`config.mk`:
```
export PLATFORM = sky130hd
export DESIGN_NAME = proj001_sched
export DESIGN_NICKNAME = d
export VERILOG_FILES = /design/src/rtl/proj001_sched_pkg.sv /design/src/rtl/proj001_sched_rr_arbiter2.sv /design/src/rtl/proj001_sched.sv
export SDC_FILE = /design/constraint.sdc
export NUM_CORES = 1
export LEC_CHECK = 0
export CORE_MARGIN = 10
export CORE_UTILIZATION = 42
export DETAILED_ROUTE_END_ITERATION = 7
export PLACE_DENSITY = 0.83
export SLEW_MARGIN = 25
export SYNTH_ARGS = -nofsm -noshare
export SYNTH_HDL_FRONTEND = slang
export SYNTH_SLANG_ARGS = --single-unit
export TNS_END_PERCENT = 1
```
`constraint.sdc`:
```
create_clock -name clock -period 2.14 [get_ports clock]
set_clock_uncertainty 0.15 [all_clocks]
set_input_delay 0.321 -clock clock [delete_from_list [all_inputs] [get_ports clock]]
set_output_delay 0.321 -clock clock [all_outputs]
set_load 0.1 [all_outputs]
```
`src/rtl/proj001_sched_pkg.sv`:
```
// Shared types and widths for the proj001 job scheduler.
// The operand word is viewed as a nibble vector so nibble k is data[k].
package proj001_sched_pkg;
  localparam int NIBBLE_W = 4;
  localparam int OP_W     = 2;
  localparam int RES_W    = 5;
  localparam int NIBBLES  = 4;
  localparam int DATA_W   = NIBBLE_W * NIBBLES;

  typedef enum logic [1:0] {IDLE, LOAD, WAIT} state_t;

  typedef logic [NIBBLES-1:0][NIBBLE_W-1:0] nib_vec_t;

  typedef struct packed {
    logic [OP_W-1:0] op;
    nib_vec_t        data;
  } job_t;
endpackage

```
`src/rtl/proj001_sched_rr_arbiter2.sv`:
```
// Two-way round-robin pick; the requester that did not win last time has priority.
module rr_arbiter2 (
  input  logic req0,
  input  logic req1,
  input  logic last,
  output logic hit,
  output logic win
);
  assign hit = req0 | req1;
  assign win = (req0 & req1) ? ~last : req1;
endmodule

```
`src/rtl/proj001_sched.sv`:
```
// Shares one proj001 datapath between two requesters: arbitrate, stream four
// operand nibbles, wait (bounded) for dp_valid, and return the result to the winner.
module proj001_sched
  import proj001_sched_pkg::*;
#(
  parameter int TIMEOUT = 16
) (
  input  logic                clock,
  input  logic                rst,
  input  logic                req0,
  input  logic [OP_W-1:0]     op0,
  input  logic [DATA_W-1:0]   data0,
  input  logic                req1,
  input  logic [OP_W-1:0]     op1,
  input  logic [DATA_W-1:0]   data1,
  output logic                gnt0,
  output logic                gnt1,
  output logic                done0,
  output logic                done1,
  output logic [RES_W-1:0]    result,
  output logic                err,
  output logic                busy,
  output logic                dp_capture,
  output logic [NIBBLE_W-1:0] dp_d_in,
  output logic [OP_W-1:0]     dp_op,
  input  logic                dp_valid,
  input  logic [RES_W-1:0]    dp_result
);
  localparam int NIB_IDX_W = $clog2(NIBBLES);
  localparam int CNT_W     = NIB_IDX_W + 1;
  localparam int WC_W      = $clog2(TIMEOUT) + 1;
  localparam logic [CNT_W-1:0] CNT_END = CNT_W'(NIBBLES);
  localparam logic [WC_W-1:0]  WC_END  = WC_W'(TIMEOUT - 1);

  state_t             state, state_nx;
  logic [CNT_W-1:0]   cnt, cnt_nx;
  logic [WC_W-1:0]    wcnt, wcnt_nx;
  logic               last, last_nx;
  logic               owner, owner_nx;
  job_t               job, job_nx;
  job_t               in0, in1;

  logic               gnt0_nx, gnt1_nx, done0_nx, done1_nx;
  logic [RES_W-1:0]   result_nx;
  logic               err_nx, busy_nx, cap_nx;
  logic [NIBBLE_W-1:0] din_nx;
  logic [OP_W-1:0]    op_nx;
  logic               arb_hit, arb_win;

  assign in0 = {op0, data0};
  assign in1 = {op1, data1};

  rr_arbiter2 u_arb (
    .req0 (req0),
    .req1 (req1),
    .last (last),
    .hit  (arb_hit),
    .win  (arb_win)
  );

  always_comb begin
    state_nx  = state;
    cnt_nx    = cnt;
    wcnt_nx   = wcnt;
    last_nx   = last;
    owner_nx  = owner;
    job_nx    = job;
    gnt0_nx   = 1'b0;
    gnt1_nx   = 1'b0;
    done0_nx  = 1'b0;
    done1_nx  = 1'b0;
    result_nx = result;
    err_nx    = err;
    cap_nx    = dp_capture;
    din_nx    = dp_d_in;
    op_nx     = dp_op;
    case (state)
      IDLE: begin
        if (arb_hit) begin
          owner_nx = arb_win;
          last_nx  = arb_win;
          job_nx   = arb_win ? in1 : in0;
          gnt0_nx  = ~arb_win;
          gnt1_nx  = arb_win;
          op_nx    = job_nx.op;
          cap_nx   = 1'b1;
          din_nx   = job_nx.data[0];
          cnt_nx   = CNT_W'(1);
          state_nx = LOAD;
        end
      end
      LOAD: begin
        // dp_valid is deliberately not looked at until the last nibble is out
        if (cnt == CNT_END) begin
          cap_nx   = 1'b0;
          wcnt_nx  = '0;
          state_nx = WAIT;
        end else begin
          cap_nx = 1'b1;
          din_nx = job.data[cnt[NIB_IDX_W-1:0]];
          cnt_nx = cnt + 1'b1;
        end
      end
      WAIT: begin
        // valid is checked first so it wins over a coincident timeout
        if (dp_valid) begin
          result_nx = dp_result;
          err_nx    = 1'b0;
          done0_nx  = ~owner;
          done1_nx  = owner;
          state_nx  = IDLE;
        end else if (wcnt == WC_END) begin
          result_nx = '0;
          err_nx    = 1'b1;
          done0_nx  = ~owner;
          done1_nx  = owner;
          state_nx  = IDLE;
        end else begin
          wcnt_nx = wcnt + 1'b1;
        end
      end
      default: state_nx = IDLE;
    endcase
    busy_nx = (state_nx != IDLE);
  end

  always_ff @(posedge clock or posedge rst) begin
    if (rst) begin
      state      <= IDLE;
      cnt        <= '0;
      wcnt       <= '0;
      last       <= 1'b1;
      owner      <= 1'b0;
      job        <= '0;
      gnt0       <= 1'b0;
      gnt1       <= 1'b0;
      done0      <= 1'b0;
      done1      <= 1'b0;
      result     <= '0;
      err        <= 1'b0;
      busy       <= 1'b0;
      dp_capture <= 1'b0;
      dp_d_in    <= '0;
      dp_op      <= '0;
    end else begin
      state      <= state_nx;
      cnt        <= cnt_nx;
      wcnt       <= wcnt_nx;
      last       <= last_nx;
      owner      <= owner_nx;
      job        <= job_nx;
      gnt0       <= gnt0_nx;
      gnt1       <= gnt1_nx;
      done0      <= done0_nx;
      done1      <= done1_nx;
      result     <= result_nx;
      err        <= err_nx;
      busy       <= busy_nx;
      dp_capture <= cap_nx;
      dp_d_in    <= din_nx;
      dp_op      <= op_nx;
    end
  end
endmodule

```
==> impl_results.md, run 1 <==
- Status: finished clean
- Fin. max-slew vios: 0
- Delay-heaviest family, CP: simple AND/OR/NAND/NOR gates
- H-Tree Depth: 2
- Synth Area in Compound Gates: roughly a fifth
- Pre-Repair DR Iteration Count: 4
- Min Hold Slack: ~0.13 ns
- FP Rows: 25
- Vias in the first global route: 1875
- Later-pin clock latency in the skew report: around 0.30 ns
- Setup TNS: 0 ns
- Synth area leader: dfrtp_1
- Filler Cells Inserted: 398
- Final Hold Vio Count: 0
- Post-synth ARST share: 100%
- Max-Cap Viols: 0
- Post-synth EDFFs: 0
- Most frequent cells in the layout: dfrtp_1 (45), clkdlybuf4s50_1 (45), buf_4 (33)
- DR vias/cell: 5.17
- Number of diodes: 0
- RSZ-0062 raised after global routing: yes
- Peak supply drop: approximately 520 uV
- Nets@finish: roughly 300
- LEAKAGE: 0.00137 uW
- Worst EP arrival: between 2 and 2.5 ns
- Die Ht: roughly 90 um
- Slowest CP cell: or4b_4
- Ranking of synthesized cells by area: dfrtp_1 (54%), o21ai_0 (5.0%), mux2i_1 (4.8%)
- Post-Synth XOR/XNOR Area: 0%
- Clock-pin slew on the worst setup and hold paths: 0.08 ns
- Post-synthesis cell area: approximately 2100 sq um
- All-layer global routing usage: about an eighth
- WL per Instance: about 16 um
- GP Congestion: roughly 0.78
- Crit-path max cell delay: roughly 0.5 ns
- Setup bufs post-CTS: 0
- First-pass GRT wire length: roughly 9000 um
- Max Buffers Root-to-Sink: 2
- Final WS setup: around 0.032 ns
- FMAX: about 470 MHz
- Synth warnings: 0
- Synthesized area per cell: approximately 12 sq um
- Yosys top cell area share: between 50% and 60%
- Final min period: between 2 and 2.5 ns
- P per Cell Area: 1540 nW/um^2
- Prevailing post-synth register cell: dfrtp_1
- Yosys reg bits: between 40 and 50
- Worst-path fanout max: 6
- CP Capture Type: flip-flop
- Largest family of logic cells by synthesized area: compound AO/OA/AOI/OAI gates
- Final ANT Viol Nets: 0
- Clock Sinks: 46
- Post-DP Area: 2840 sq um
- Synth cell types: 36
- CTS tree: done
- Mapped Cells: approximately 180
- Total power: between 4000 and 5000 uW
- Grt ovf: 0
- Initial antenna violation count: 0
- Mux cell area share after synthesis: under 10%
- Critical path type: reg2reg
- Layout overhead on the synthesized area: 42.5%
- Dpl hpwl: ~4200 um
- Slew margin rel.: roughly 60%
- DRC violations left: 0
- Full die area: 8170 sq um
- Final WL: between 5000 and 6000 um
- I/O pin cnt: between 60 and 70
- Tightest Pin Transition: 0.591 ns
- Pin count of the biggest net entering global routing: 18
- Post-route cell area: just under 3000 sq um
- Initial DRC Count: 81
- Layout cells sized above 1: between 20% and 30%
- Vias: about 1700
- Period Utilization, post-route: a little over nine tenths
- CTS Hold Bufs: 0
- Area fraction in and, or, nand and nor cells after synthesis: 9.74%
- Die Span X: ~90 um
- CP cell instances: ha_2 > and3_4 > ha_4 > or4b_4 > or3_4 > a21oi_2
- Post-synthesis adder-cell area fraction: under 10%
- Crit path required time: between 2 and 2.5 ns
- Setup Viol. Count Final: 0
- CTS root buf: clkbuf_8
- Nature of the critical path startpoint: flip-flop
- CP Buf/Inv Count: 0
- Core Area: between 4000 and 5000 sq um
- Worst min-delay path class: in2async
- Synthesized Nets: between 200 and 250
- Place WS: -0.0364 ns
- Sequential fraction of the synthesis area: 55.3%
- Initial Utilization: between 40% and 50%
- Cts bufs inserted: 5
- PortBufs: 63
state kept, by name, summed over array words and instances (netlist names), 2 cells and up:
signal and flops:
state 2, result 5, wcnt 5, cnt 3, dp_d_in 4, job 16
dp_op 2
through the flow:
step	util [%]	std cells
floorplan	-	179
global route	62.4	322
detailed placement	59.8	314
finish	62.4	322
global placement	59.8	314
CTS	62.2	322
per-layer routing:
| metal | GRT usage, % | vias up | share of wire [%] |
|---|---|---|---|
| met4 | 4.11 | 0 | 0.83 |
| met1 | 15.7 | 802 | 43 |
| met3 | 4.57 | 4 | 4.9 |
| li1 | - | 814 | - |
| met5 | 0 | - | 0 |
| met2 | 22.2 | 44 | 51 |
synthesized netlist by cell type, types with 4 or more instances:
library cell / number
nor2_1: 6
a22o_1: 5
a21oi_1: 4
clkbuf_1: 7
o21ai_0: 21
ha_1: 4
dfrtp_1: 45
mux4_2: 4
inv_1: 13
o221ai_1: 4
and3_1: 10
a221o_1: 9
nand3_1: 7
mux2i_1: 10
kinds of logic (layout without fill, tap and decap cells):
family | Yosys count | in the layout
buf+inv | 23 | 99
simple gates | 35 | 35
compound gates | 57 | 57
mux | 14 | 14
flops | 46 | 46
fa+ha+maj | 4 | 4
final timing paths:
kind	startpoint	to	slack (ns)	cells past startpoint
setup / recovery	wcnt[1]	wcnt[2]	0.03	6
setup reg to reg	wcnt[1]	wcnt[2]	0.03	6
hold / removal	rst	wcnt[1]	0.13	2
hold reg to reg	owner	done0	0.31	1
max in group asynchronous	rst	last	1.13	3
min in group clock	owner	done0	0.31	1
worst register-to-register path: stages, from the launching register on:
cell	delay, ns
dfrtp_1	0.39
ha_2	0.19
and3_4	0.18
ha_4	0.15
or4b_4	0.52
or3_4	0.35
a21oi_2	0.12
where the power goes:
part / internal [uW] / leakage, uW / switching (uW) / total (uW)
registers: 1240 / 0.000575 / 221 / 1460
clock network: 326 / 0.0000575 / 288 / 614
logic: 843 / 0.000732 / 1660 / 2500
cell type report:
type	instances	area (sq um)	share of cell area, %
tap	67	83.8	2.83
timing repair buffer	78	698	23.5
multi-input combinational	110	873	29.4
inverter	13	48.8	1.64
sequential	46	1150	38.8
clock buffer	8	110	3.71
what timing repair did:
action | CTS | global route
cloned | 0 | 0
setup endpoints to repair | 5 | 5
pin swaps | 0 | 1
resized for setup | 1 | 2
No activity file was read; power rests on OpenSTA's default activity.
==> inputs of run 2 (changes only) <==
--- a/config.mk
+++ b/config.mk
@@ -5,10 +5,12 @@
 export SDC_FILE = /design/constraint.sdc
 export NUM_CORES = 1
 export LEC_CHECK = 0
+export ABC_AREA = 1
 export CORE_MARGIN = 10
-export CORE_UTILIZATION = 42
+export CORE_UTILIZATION = 43
 export DETAILED_ROUTE_END_ITERATION = 7
 export PLACE_DENSITY = 0.83
+export REMOVE_ABC_BUFFERS = 1
 export SLEW_MARGIN = 25
 export SYNTH_ARGS = -nofsm -noshare
 export SYNTH_HDL_FRONTEND = slang
==> impl_results.md, run 2 <==
- Status: finished clean
- Max Buffers Root-to-Sink: 2
- Yosys reg bits: 46
- Max-Cap Viols: 0
- Later-pin clock latency in the skew report: between 0.2 and 0.3 ns
- Pin count of the biggest net entering global routing: 21
- LEAKAGE: ~0.0016 uW
- Net Sw Power: 2240 uW
- Fin. max-slew vios: 0
- Largest register FFs: 16
- Worst min-delay path class: in2async
- Die Span X: between 90 and 100 um
- FP Rows: 26
- Clock Sinks: 46
- Number of diodes: 0
- Nature of the critical path startpoint: flip-flop
- FMAX: between 500 and 600 MHz
- Dpl hpwl: between 4000 and 5000 um
- Yosys top cell area share: 50.8%
- Worst-path fanout max: 8
- Layout cells sized above 1: between 10% and 20%
- Vias in the first global route: 2031
- Reg2Reg Launch Point: cnt[1]
- Critical path type: reg2reg
- Top cells by count, synth: nand2_1 (106), dfrtp_1 (45), inv_1 (38), nand3_1 (38), nor2_1 (18)
- Pre-Repair DR Iteration Count: 4
- First-pass GRT wire length: approximately 9200 um
- CTS resizes: 0
- CP endpoint: cnt[2]
- Top reg by flops: job
- R2R depth: 8
- Top-count cell post-synth: nand2_1
- Synth cell types: 18
- Share of power burned in registers: roughly a third
- Final core occ: around 60%
- Comb pwr share: between 50% and 60%
- Die Ht: 91.8 um
- All-layer global routing usage: approximately an eighth
- Layout overhead on the synthesized area: 36.6%
- RSZ-0062 raised after global routing: no
- Final min period: ~1.9 ns
- Slew margin rel.: between 60% and 70%
- Worst EP arrival: 1.92 ns
- Worst r2r dst: cnt[2]
- Most common cell after layout, fill and taps aside: nand2_1
- Tightest Pin Transition: ~0.52 ns
- Ranking of synthesized cells by area: dfrtp_1 (51%), nand2_1 (18%), nand3_1 (8.6%)
- Synth warnings: 0
- Setup Viol. Count Final: 0
- WL per Instance: around 13 um
- Crit path required time: between 2 and 2.5 ns
- Mapped Cells: approximately 290
- Setup TNS: 0 ns
- Sequential fraction of the synthesis area: about 52%
- PortBufs: 63
- Nets@finish: a little over 400
- P per Cell Area: 1480 nW/um^2
- Most frequent cells in the layout: nand2_1 (106), dfrtp_1 (45), clkdlybuf4s50_1 (45)
- CP Capture Type: flip-flop
- Initial antenna violation count: 0
- H-Tree Depth: 2
- Clock Power Share: between 10% and 20%
- Biggest regs: job (16), result (5), wcnt (5)
- Critical path startpoint: cnt[1]
- Post-synth EDFFs: 0
- Post-synthesis cell area: 2220 sq um
- Post-synth ARST share: between 90% and 100%
- Grt ovf: 0
- DRC violations left: 0
- R2R Setup Slk: ~0.26 ns
- Switching Share: between 40% and 50%
- Synth area leader: dfrtp_1
- GP Congestion: ~0.83
- DR vias/cell: between 4 and 5
- Peak supply drop: roughly 900 uV
- CTS Hold Bufs: 0
- Initial Utilization: ~44%
- Setup bufs post-CTS: 0
- Synthesized area per cell: just under 8 sq um
- Period Utilization, post-route: between 80% and 90%
- CTS tree: done
- CTS root buf: clkbuf_8
- Final ANT Viol Nets: 0
- Initial DRC Count: 90
- Final WL: 5350 um
- Final Hold Vio Count: 0
- Prevailing post-synth register cell: dfrtp_1
- Core Area: around 5000 sq um
- Full die area: 8430 sq um
- I/O pin cnt: 64
- Clock-pin slew on the worst setup and hold paths: 0.08 ns
- Vias: approximately 2000
- Filler Cells Inserted: 450
- Cts bufs inserted: 5
- Pint: approximately 2200 uW
## run 2: cell types whose count changed in the layout (fill, tap and decap cells not counted), sizes merged, moves of 5 or more
| cell | before | now |
|---|---|---|
| nor2 | 6 | 20 |
| and3 | 10 | 0 |
| a221o | 9 | 0 |
| inv | 13 | 41 |
| o21ai | 23 | 12 |
| nand2 | 1 | 107 |
| buf | 33 | 25 |
| nand3 | 7 | 38 |
| mux2i | 10 | 0 |
| a22o | 5 | 0 |
## run 2: cells by family after synthesis
family	Yosys count	share of synthesized area (%)
flops	46	52.0
compound gates	19	4.91
fa+ha+maj	4	2.26
simple gates	169	32.2
buf+inv	48	8.63
## run 2: per-stage QoR
| stage | total power, uW | cells | worst slack [ns] | hold slack (ns) | instance area (sq um) |
|---|---|---|---|---|---|
| final | 4480 | 427 | 0.259 | 0.173 | 3030 |
| after global routing | 4820 | 427 | 0.0743 | 0.208 | 3030 |
| after CTS | 4530 | 427 | 0.301 | 0.183 | 3030 |
| after detailed placement | 3880 | 419 | 0.253 | 0.270 | 2920 |
| after global placement | 3820 | 419 | 0.294 | 0.265 | 2920 |
| after floorplan | 3210 | 279 | 0.415 | 0.253 | 2180 |
## run 2: worst min-delay path by stage
stage | cells after the start | endpoint
after floorplan | 1 | done0
after global placement | 1 | done0
after detailed placement | 1 | done0
after CTS | 2 | result[1]
after global routing | 2 | done1
final | 2 | done0
## run 2: worst max-delay path, cell delays in order (launching register included)
cell	delay (ns)
dfrtp_1	0.45
inv_1	0.15
ha_1	0.20
nand2_1	0.11
inv_1	0.05
nor2_1	0.40
nand3_1	0.13
nand2_1	0.09
nor2_1	0.04
## run 2: layout make-up
cell class              instances  area (sq um)  area share (%)
clock buffers                   6          72.6            2.40
clock inverters                 2          37.5            1.24
inverters                      41           154            5.08
multi-input cells             192           873            28.8
flip-flops and latches         46          1150            38.1
well taps                      70          87.6            2.89
repair buffers                 70           651            21.5
## run 2: routing by layer
metal  share of wire, %  wire length (um)  up-vias  GRT usage (%)
li1                   -                 -     1025              -
met1                 41              2180      913           14.5
met2                 53              2860       49           24.1
met3                4.8               256        5           4.07
met4               0.90                48        0           2.83
met5                  0                 0        -              0
## run 2: power groups by stage
stage               Clock [uW]  Sequential, uW  Combinational [uW]
floorplan                    0            2320                 889
global placement             0            1430                2390
detailed placement           0            1450                2440
CTS                        653            1430                2440
global route               692            1470                2660
finish                     640            1430                2410
==> inputs of run 3 (changes only) <==
--- a/config.mk
+++ b/config.mk
@@ -11,6 +11,7 @@
 export DETAILED_ROUTE_END_ITERATION = 7
 export PLACE_DENSITY = 0.83
 export REMOVE_ABC_BUFFERS = 1
+export SKIP_CTS_REPAIR_TIMING = 1
 export SLEW_MARGIN = 25
 export SYNTH_ARGS = -nofsm -noshare
 export SYNTH_HDL_FRONTEND = slang
==> results of run 3 <==
Final layout, timing and power as in run 2 (identical DEF).
